$ cat src/rtl/clkgen_pkg.sv
// Shared types and constants for the PLL lock qualifier and clock-enable generator.
package clkgen_pkg;

    typedef enum logic [1:0] {
        WAIT_LOCK = 2'd0,
        STABLE    = 2'd1,
        RUN       = 2'd2
    } clk_state_e;

    localparam int LOSS_CNT_W = 8;
    localparam logic [LOSS_CNT_W-1:0] LOSS_CNT_MAX = '1;

endpackage

$ cat src/rtl/ce_divider.sv
// One clock-enable channel: active divisor plus phase counter, strobing once every N enabled cycles.
module ce_divider #(
    parameter int DIV_W = 16
) (
    input  logic             clk_i,
    input  logic             rst_i,
    input  logic             en_i,
    input  logic             load_i,
    input  logic [DIV_W-1:0] div_i,
    output logic             ce_o
);

    logic [DIV_W-1:0] div_q, div_d;
    logic [DIV_W-1:0] cnt_q, cnt_d;
    logic             hit;

    always_comb begin
        // Divisors 0 and 1 both mean "strobe every enabled cycle".
        hit   = (div_q < DIV_W'(2)) || (cnt_q == div_q - DIV_W'(1));
        div_d = load_i ? div_i : div_q;
        cnt_d = '0;
        if (en_i && !load_i && !hit) begin
            cnt_d = cnt_q + DIV_W'(1);
        end
        ce_o = en_i && !load_i && hit;
    end

    always_ff @(posedge clk_i) begin
        if (rst_i) begin
            div_q <= DIV_W'(1);
            cnt_q <= '0;
        end else begin
            div_q <= div_d;
            cnt_q <= cnt_d;
        end
    end

endmodule

$ cat src/rtl/pll_lock_clkgen.sv
// Qualifies the raw PLL lock and releases ready / per-channel clock enables only after a
// sustained lock; counts lock losses seen while running.
module pll_lock_clkgen
    import clkgen_pkg::*;
#(
    parameter int NUM_CH          = 4,
    parameter int DIV_W           = 16,
    parameter int LOCK_STABLE_CYC = 1024,
    parameter int SYNC_STAGES     = 2
) (
    input  logic                    clk,
    input  logic                    rst,
    input  logic                    pll_lock,
    input  logic [NUM_CH*DIV_W-1:0] div_val,
    input  logic                    div_load,
    output logic                    ready,
    output logic                    rst_out,
    output logic [NUM_CH-1:0]       ce,
    output logic [LOSS_CNT_W-1:0]   lock_loss_cnt
);

    // state     | meaning
    // WAIT_LOCK | synchronised lock low, stable counter held at 0
    // STABLE    | lock seen, counting consecutive locked cycles
    // RUN       | clock qualified, ready and clock enables active

    localparam int STAB_W = $clog2(LOCK_STABLE_CYC);
    localparam logic [STAB_W-1:0] STAB_LAST = STAB_W'(LOCK_STABLE_CYC - 1);

    logic [SYNC_STAGES-1:0] sync_q;
    logic                   lock_s;
    clk_state_e             state_q, state_d;
    logic [STAB_W-1:0]      stab_q, stab_d;
    logic                   ready_q, ready_d;
    logic [LOSS_CNT_W-1:0]  loss_q, loss_d;

    assign lock_s = sync_q[SYNC_STAGES-1];

    always_ff @(posedge clk) begin
        if (rst) begin
            sync_q  <= '0;
            state_q <= WAIT_LOCK;
            stab_q  <= '0;
            ready_q <= 1'b0;
            loss_q  <= '0;
        end else begin
            sync_q  <= {sync_q[SYNC_STAGES-2:0], pll_lock};
            state_q <= state_d;
            stab_q  <= stab_d;
            ready_q <= ready_d;
            loss_q  <= loss_d;
        end
    end

    always_comb begin
        state_d = state_q;
        case (state_q)
            WAIT_LOCK: if (lock_s) state_d = STABLE;
            STABLE: begin
                if (!lock_s) begin
                    state_d = WAIT_LOCK;
                end else if (stab_q == STAB_LAST) begin
                    state_d = RUN;
                end
            end
            RUN:       if (!lock_s) state_d = WAIT_LOCK;
            default:   state_d = WAIT_LOCK;
        endcase
    end

    // ready is registered from "in RUN and still locked" so it falls on the same edge the FSM
    // leaves RUN, and rises one cycle after RUN entry.
    always_comb begin
        stab_d  = '0;
        ready_d = 1'b0;
        loss_d  = loss_q;
        case (state_q)
            STABLE: stab_d = lock_s ? stab_q + 1'b1 : '0;
            RUN: begin
                ready_d = lock_s;
                if (!lock_s && (loss_q != LOSS_CNT_MAX)) begin
                    loss_d = loss_q + 1'b1;
                end
            end
            default: begin
            end
        endcase
    end

    for (genvar i = 0; i < NUM_CH; i++) begin : g_ch
        ce_divider #(
            .DIV_W (DIV_W)
        ) u_div (
            .clk_i  (clk),
            .rst_i  (rst),
            .en_i   (ready_q),
            .load_i (div_load),
            .div_i  (div_val[i*DIV_W +: DIV_W]),
            .ce_o   (ce[i])
        );
    end

    assign ready         = ready_q;
    assign rst_out       = ~ready_q;
    assign lock_loss_cnt = loss_q;

endmodule
$ cat config.mk
export PLATFORM = sky130hd
export DESIGN_NAME = pll_lock_clkgen
export DESIGN_NICKNAME = d
export VERILOG_FILES = /design/src/rtl/clkgen_pkg.sv /design/src/rtl/ce_divider.sv /design/src/rtl/pll_lock_clkgen.sv
export SDC_FILE = /design/constraint.sdc
export NUM_CORES = 1
export LEC_CHECK = 0
export ABC_AREA = 1
export CAP_MARGIN = 25
export CORE_MARGIN = 5
export CORE_UTILIZATION = 61
export DETAILED_ROUTE_END_ITERATION = 10
export DONT_BUFFER_PORTS = 1
export PLACE_DENSITY = 0.78
export SLEW_MARGIN = 5
export SYNTH_ARGS = -nofsm -noshare
export SYNTH_HDL_FRONTEND = slang
export SYNTH_SLANG_ARGS = --single-unit
$ cat constraint.sdc
create_clock -name clk -period 2.79 [get_ports clk]
set_input_delay 0.558 -clock clk [delete_from_list [all_inputs] [get_ports clk]]
set_output_delay 0.558 -clock clk [all_outputs]
set_load 0.01 [all_outputs]
---- Yosys cells after proc, flatten, opt, wreduce, memory -nomap -nowiden ----
Index checks and enable logic that the tools add are counted.
cells by class
  $add $sub $neg .......................... 10
  bitwise logic cells ..................... 8
  eq/ne operators ......................... 11
  order comparisons ....................... 4
  mux-type cells .......................... 5
  reduce and logical (&&, ||, !) cells .... 29
operator list
  kind                     count
  $add A16 B1 Y16 const B  4
  $eq A16 B16 Y1           4
  $lt A16 B2 Y1 const B    4
  $sub A16 B1 Y16 const B  4
  $add A10 B1 Y10 const B  1
  $eq A10 B10 Y1 const B   1
  $logic_and A1 B1 Y1      10
  $reduce_or A2 Y1         5
  $add A8 B1 Y8 const B    1
  $mux W2                  4
  $ne A8 B8 Y1 const B     1
  $not A1 Y1               8
  $logic_not A1 Y1         6
  $pmux W2 S3              1
  $logic_or A1 B1 Y1       4
  $ne A2 B2 Y1 const B     2
  $ne A3 B3 Y1 const B     1
  $reduce_and A3 Y1        1
  $reduce_or A3 Y1         1
  $eq A2 B1 Y1 const B     1
  $eq A2 B2 Y1 const B     1
  $logic_not A2 Y1         1
  $reduce_and A2 Y1        1
word-level totals
  register bits after elaboration ......... 151
  input port bits ......................... 68
  output and inout port bits .............. 14
  word-level logic and storage cells ...... 80

---- Depth between registers and ports, before layout ----
  depth in word-level cells ............... 7
  gate-level depth with buffers ........... 16
  depth with buffers taken out ............ 15

---- By module ----
A second synthesis with hierarchy kept.
second synthesis, totals
  cells, all modules ...................... 1274
  area total of the unflattened synthesis .. 9031.2 µm²
by module, submodules not included
  module           area each (µm²)  cells each  instances  seq. area each (µm²)
  ce_divider       1998.2           283         4          640.6
  pll_lock_clkgen  1038.5           142         1          460.4

---- Worst setup path after synthesis ----
OpenSTA, ideal clock, no wires.
  path kind ............................... flip-flop to output port
  from .................................... reg g_ch[3].u_div.div_q[0]
  to ...................................... out ce[3]
  buffers on the path ..................... 1
  stages on the path, launching flop included .. 11
  slack ................................... 0.524 ns
  data arrival time ....................... 1.708 ns
  data required time ...................... 2.232 ns
  cell sequence ........................... dfxtp_1 > clkinv_1 > ha_1 > xor2_1 > o21ai_0 > inv_1 > nand3_1 > nor3_1 > nand2_2 > a21oi_1 > buf_4
between the ends
  word-level cells in the longest chain between the ends .. 4
  elaborated cells between the ends (all ways) .. 5
  those cells by class .................... add/sub (1); order compare (1); eq/ne (1); reduce/logical (2)
RTL lines
  what                     line                   RTL
  start, declared          ce_divider.sv:13       logic [DIV_W-1:0] div_q, div_d;
  start signal, assigned   ce_divider.sv:33       div_q <= div_d;
  $sub A16 B1 Y16          ce_divider.sv:19       hit = (div_q < DIV_W'(2)) || (cnt_q == div_q - DIV_W'(1));
  $eq A16 B16 Y1           ce_divider.sv:19
  $logic_or A1 B1 Y1 (*)   ce_divider.sv:19
  $logic_and A1 B1 Y1 (*)  ce_divider.sv:25       ce_o = en_i && !load_i && hit;
  end, declared            pll_lock_clkgen.sv:18  output logic [NUM_CH-1:0] ce,
Mark *: on every way between the ends. The rest lies on a longest branch, timed or not.

---- Final worst setup path ----
  from .................................... reg g_ch[2].u_div.div_q[2]
  to ...................................... out ce[2]
between the ends
  word-level cells in the longest chain between the ends .. 4
  elaborated cells between the ends (all ways) .. 5
  those cells by class .................... add/sub (1); order compare (1); eq/ne (1); reduce/logical (2)
RTL lines
  what                     line
  start, declared          ce_divider.sv:13
  start signal, assigned   ce_divider.sv:33
  $sub A16 B1 Y16          ce_divider.sv:19
  $eq A16 B16 Y1           ce_divider.sv:19
  $logic_or A1 B1 Y1 (*)   ce_divider.sv:19
  $logic_and A1 B1 Y1 (*)  ce_divider.sv:25
Marked as above.

==> insert_results.sql <==
INSERT INTO impl_metrics (metric_group, metric, value, unit) VALUES
('run_status', 'run_status', 'completed', ''),
('cells_and_area', 'final_cell_area', '9469', 'um^2'),
('route', 'detailed_route_drc_error_count', '0', ''),
('setup_path', 'signal_arrival_time_at_the_worst_endpoint', '2.10', 'ns'),
('floorplanning', 'core.rowCount', '43', ''),
('synthesis', 'synth.net_count', '1336', ''),
('timing', 'finalSetupViolCount', '0', ''),
('grt', 'global_route.usage.total', '24.46', '%'),
('clock_tree', 'clock_tree.root_cell', 'sky130_fd_sc_hd__clkbuf_16', ''),
('timing', 'post-route-period-util', '95.40', '%'),
('synthesis', 'synthTopCellsByArea', 'sky130_fd_sc_hd__dfxtp_1 (35%), sky130_fd_sc_hd__nand2_1 (11%), sky130_fd_sc_hd__nor2_1 (11%), sky130_fd_sc_hd__inv_1 (6.1%), sky130_fd_sc_hd__xor2_1 (5.8%)', ''),
('clock_tree', 'htree_levels', '4', ''),
('synthesis', 'synth-seq-area-share', '35.30', '%'),
('route', 'detailroute.via_count', '7702', ''),
('cells_and_area', 'utilization', '68.48', '%'),
('grt', 'antenna_violations_before_repair', '0', ''),
('route', 'ant_nets', '0', ''),
('synthesis', 'synth_common_cells', 'sky130_fd_sc_hd__nand2_1 (251), sky130_fd_sc_hd__nor2_1 (250), sky130_fd_sc_hd__dfxtp_1 (151)', ''),
('place', 'place.gp.congestion', '0.9203', ''),
('clock_tree', 'clock_pin_transition_on_the_worst_setup_and_hold_timing_paths', '0.06', 'ns'),
('power_and_ir_drop', 'power.density', '585.6', 'nW/um^2'),
('clock_tree', 'cts_made_buffers', '17', ''),
('setup_path', 'critPathCaptureType', 'primary output', ''),
('synthesis', 'synth_largest_type_area_fraction', '35.30', '%'),
('timing', 'worst_slew_margin_rel', '56.05', '%'),
('timing', 'measured_slew_at_the_worst_slew_check_pin', '0.6532', 'ns'),
('route', 'drt-initial-drc-count', '528', ''),
('setup_path', 'criticalPathCategory', 'reg -> out', ''),
('cells_and_area', 'antenna-diode-count', '0', ''),
('synthesis', 'yosysTopAreaCell', 'sky130_fd_sc_hd__dfxtp_1', ''),
('synthesis', 'synthDistinctLibCells', '38', ''),
('place', 'placed_cells', '1412', ''),
('setup_path', 'crit_fanout', '5', ''),
('floorplanning', 'core-area', '13830', 'um^2'),
('synthesis', 'synth_seq_cells', '151', ''),
('floorplanning', 'chipWidth', '128.5', 'um'),
('synthesis', 'synthCells', '1258', ''),
('cells_and_area', 'final-instance-count-excl-fill', '1447', ''),
('power_and_ir_drop', 'irDropWorstVdd', '431.1', 'uV'),
('setup_path', 'worstPathRequired', '2.23', 'ns'),
('floorplanning', 'dieArea', '16510', 'um^2'),
('power_and_ir_drop', 'switchingPower', '0.001396', 'W'),
('route', 'drt_pre_antenna_iters', '7', ''),
('timing', 'setup_slack', '0.1284', 'ns'),
('route', 'vias_per_cell', '5.323', ''),
('power_and_ir_drop', 'p_seq_share', '41.6', '%'),
('power_and_ir_drop', 'static-leakage-power', '3.886', 'nW'),
('synthesis', 'synthesis_warnings', '0', ''),
('timing', 'max_clock_freq', '0.3757', 'GHz'),
('timing', 'hold_slack', '0.1929', 'ns'),
('clock_tree', 'clock_tree_from_tritoncts', 'built', ''),
('cells_and_area', 'fill_cells', '1160', ''),
('synthesis', 'synth_async_sr_flop_share', '0', '%'),
('power_and_ir_drop', 'netSwitchingFraction', '25.18', '%'),
('power_and_ir_drop', 'power.internal', '0.004149', 'W'),
('clock_tree', 'clock_sinks', '151', ''),
('place', 'buffer_ports.inserted', '0', ''),
('floorplanning', 'chipHeight', '128.5', 'um'),
('route', 'sum_of_routed_wire_length_over_all_layers', '19.97', 'mm'),
('grt', 'vias_in_the_first_global_route', '7185', ''),
('cells_and_area', 'final_nets', '1332', ''),
('synthesis', 'most_instantiated_library_cell_after_synthesis', 'sky130_fd_sc_hd__nand2_1', ''),
('timing', 'timing_hold_violations_final', '0', ''),
('floorplanning', 'ios', '82', ''),
('cells_and_area', 'drive_above_1_share', '8.919', '%'),
('route', 'post_drt_wl_per_cell', '13.80', 'um'),
('synthesis', 'syn_area_per_cell', '6.808', 'um^2'),
('clock_tree', 'clk-insertion-delay-late', '0.44', 'ns'),
('place', 'post-place-ws', '0.4073', 'ns'),
('timing', 'worst_clock_skew', '0.008501', 'ns'),
('flow_run', 'max-cap-violations', '0', '');
==> cell usage in the layout (no fill, tap or decap), types with 2 or more instances in the layout <==
cell / n
sky130_fd_sc_hd__o21ai_0: 85
sky130_fd_sc_hd__inv_2: 10
sky130_fd_sc_hd__nand4_1: 15
sky130_fd_sc_hd__nor2_1: 249
sky130_fd_sc_hd__nand3b_1: 23
sky130_fd_sc_hd__nor3b_1: 2
sky130_fd_sc_hd__a21oi_1: 41
sky130_fd_sc_hd__xnor2_1: 48
sky130_fd_sc_hd__nor2_4: 10
sky130_fd_sc_hd__bufinv_16: 6
sky130_fd_sc_hd__inv_6: 2
sky130_fd_sc_hd__clkbuf_16: 17
sky130_fd_sc_hd__xor2_1: 57
sky130_fd_sc_hd__nand3_1: 60
sky130_fd_sc_hd__clkinvlp_4: 3
sky130_fd_sc_hd__nor4_1: 6
sky130_fd_sc_hd__nor3_2: 4
sky130_fd_sc_hd__buf_4: 8
sky130_fd_sc_hd__nand2_1: 250
sky130_fd_sc_hd__nor2_2: 20
sky130_fd_sc_hd__nand2_2: 10
sky130_fd_sc_hd__a21oi_4: 4
sky130_fd_sc_hd__nand3_4: 6
sky130_fd_sc_hd__ha_1: 7
sky130_fd_sc_hd__dfxtp_1: 151
sky130_fd_sc_hd__ha_4: 3
sky130_fd_sc_hd__inv_1: 134
sky130_fd_sc_hd__and2_1: 3
sky130_fd_sc_hd__o21a_1: 2
sky130_fd_sc_hd__nor3_1: 16
==> power by group through the flow <==
stage               Combinational [W]  Sequential (W)  Clock [W]
floorplan                    0.000457         0.00232          0
global placement             0.000533         0.00235          0
detailed placement           0.000543         0.00235          0
CTS                          0.000554         0.00230    0.00269
global route                 0.000662         0.00231    0.00280
finish                       0.000578         0.00231    0.00266
==> cell families after synthesis <==
family | share of synthesized area, %
simple gates | 36.14
fa+ha+maj | 1.461
flops | 35.30
buf+inv | 8.429
compound gates | 7.933
xor+xnor | 10.74
==> through the flow <==
stage               total power (W)  setup TNS (ns)
floorplan                  0.002782               0
global route               0.005773        -0.04123
detailed placement         0.002894               0
global placement           0.002884               0
finish                     0.005545               0
CTS                        0.005547               0
==> routing by layer <==
metal | global-route usage, % | share of wire [%] | vias to the layer above | wire (um)
met5 | 0 | 0 | - | 0
met4 | 9.944 | 2.4 | 0 | 488
met3 | 5.521 | 5.8 | 37 | 1152
met2 | 39.81 | 47 | 239 | 9369
met1 | 31.53 | 45 | 3472 | 8958
li1 | - | - | 3954 | -
==> repair_timing <==
action,in CTS,in global routing
gates resized for setup,6,18
pin swaps,0,4
cloned,0,0
endpoints found under the hold margin,0,0
buffers inserted,0,3
setup endpoints to repair,4,4
==> path summary, 6_finish.rpt <==
kind | from | endpoint | slack (ns) | cells past startpoint
setup / recovery | g_ch[2].u_div.div_q[2]$_SDFFE_PP0P_ | ce[2] | 0.13 | 11
hold / removal | rst | sync_q[1]$_SDFF_PP0_ | 0.19 | 1
setup reg to reg | g_ch[0].u_div.cnt_q[0]$_SDFF_PP0_ | g_ch[0].u_div.cnt_q[14]$_SDFF_PP0_ | 0.83 | 6
hold reg to reg | sync_q[0]$_SDFF_PP0_ | sync_q[1]$_SDFF_PP0_ | 0.42 | 2
==> worst max-delay path: stages, from the launching register on <==
cell and delay [ns]:
sky130_fd_sc_hd__dfxtp_1 0.36, sky130_fd_sc_hd__nor2_4 0.12, sky130_fd_sc_hd__nand2_2 0.11, sky130_fd_sc_hd__nor2_1 0.28, sky130_fd_sc_hd__nand3b_1 0.12, sky130_fd_sc_hd__nand2_1 0.08, sky130_fd_sc_hd__nand2_1 0.05, sky130_fd_sc_hd__inv_1 0.04
sky130_fd_sc_hd__nand2_1 0.04, sky130_fd_sc_hd__nor2_1 0.15, sky130_fd_sc_hd__nand2_2 0.13, sky130_fd_sc_hd__a21oi_4 0.20
==> sequential cells by signal, indices dropped and copies added (netlist names) <==
name              count
g_ch.u_div.cnt_q     64
lock_loss_cnt         8
ready                 1
state_q               2
stab_q               10
g_ch.u_div.div_q     64
sync_q                2
==> cell type report <==
cell class / count / area [um^2] / share of cell area (%)
clock buffer: 18 / 439.2 / 4.638
clock inverter: 14 / 245.2 / 2.590
inverter: 145 / 544.3 / 5.748
multi-input combinational: 931 / 4932 / 52.09
sequential: 151 / 3023 / 31.92
tap: 180 / 225.2 / 2.378
timing repair buffer: 8 / 60.06 / 0.6342
(Power assumes the default switching activity.)
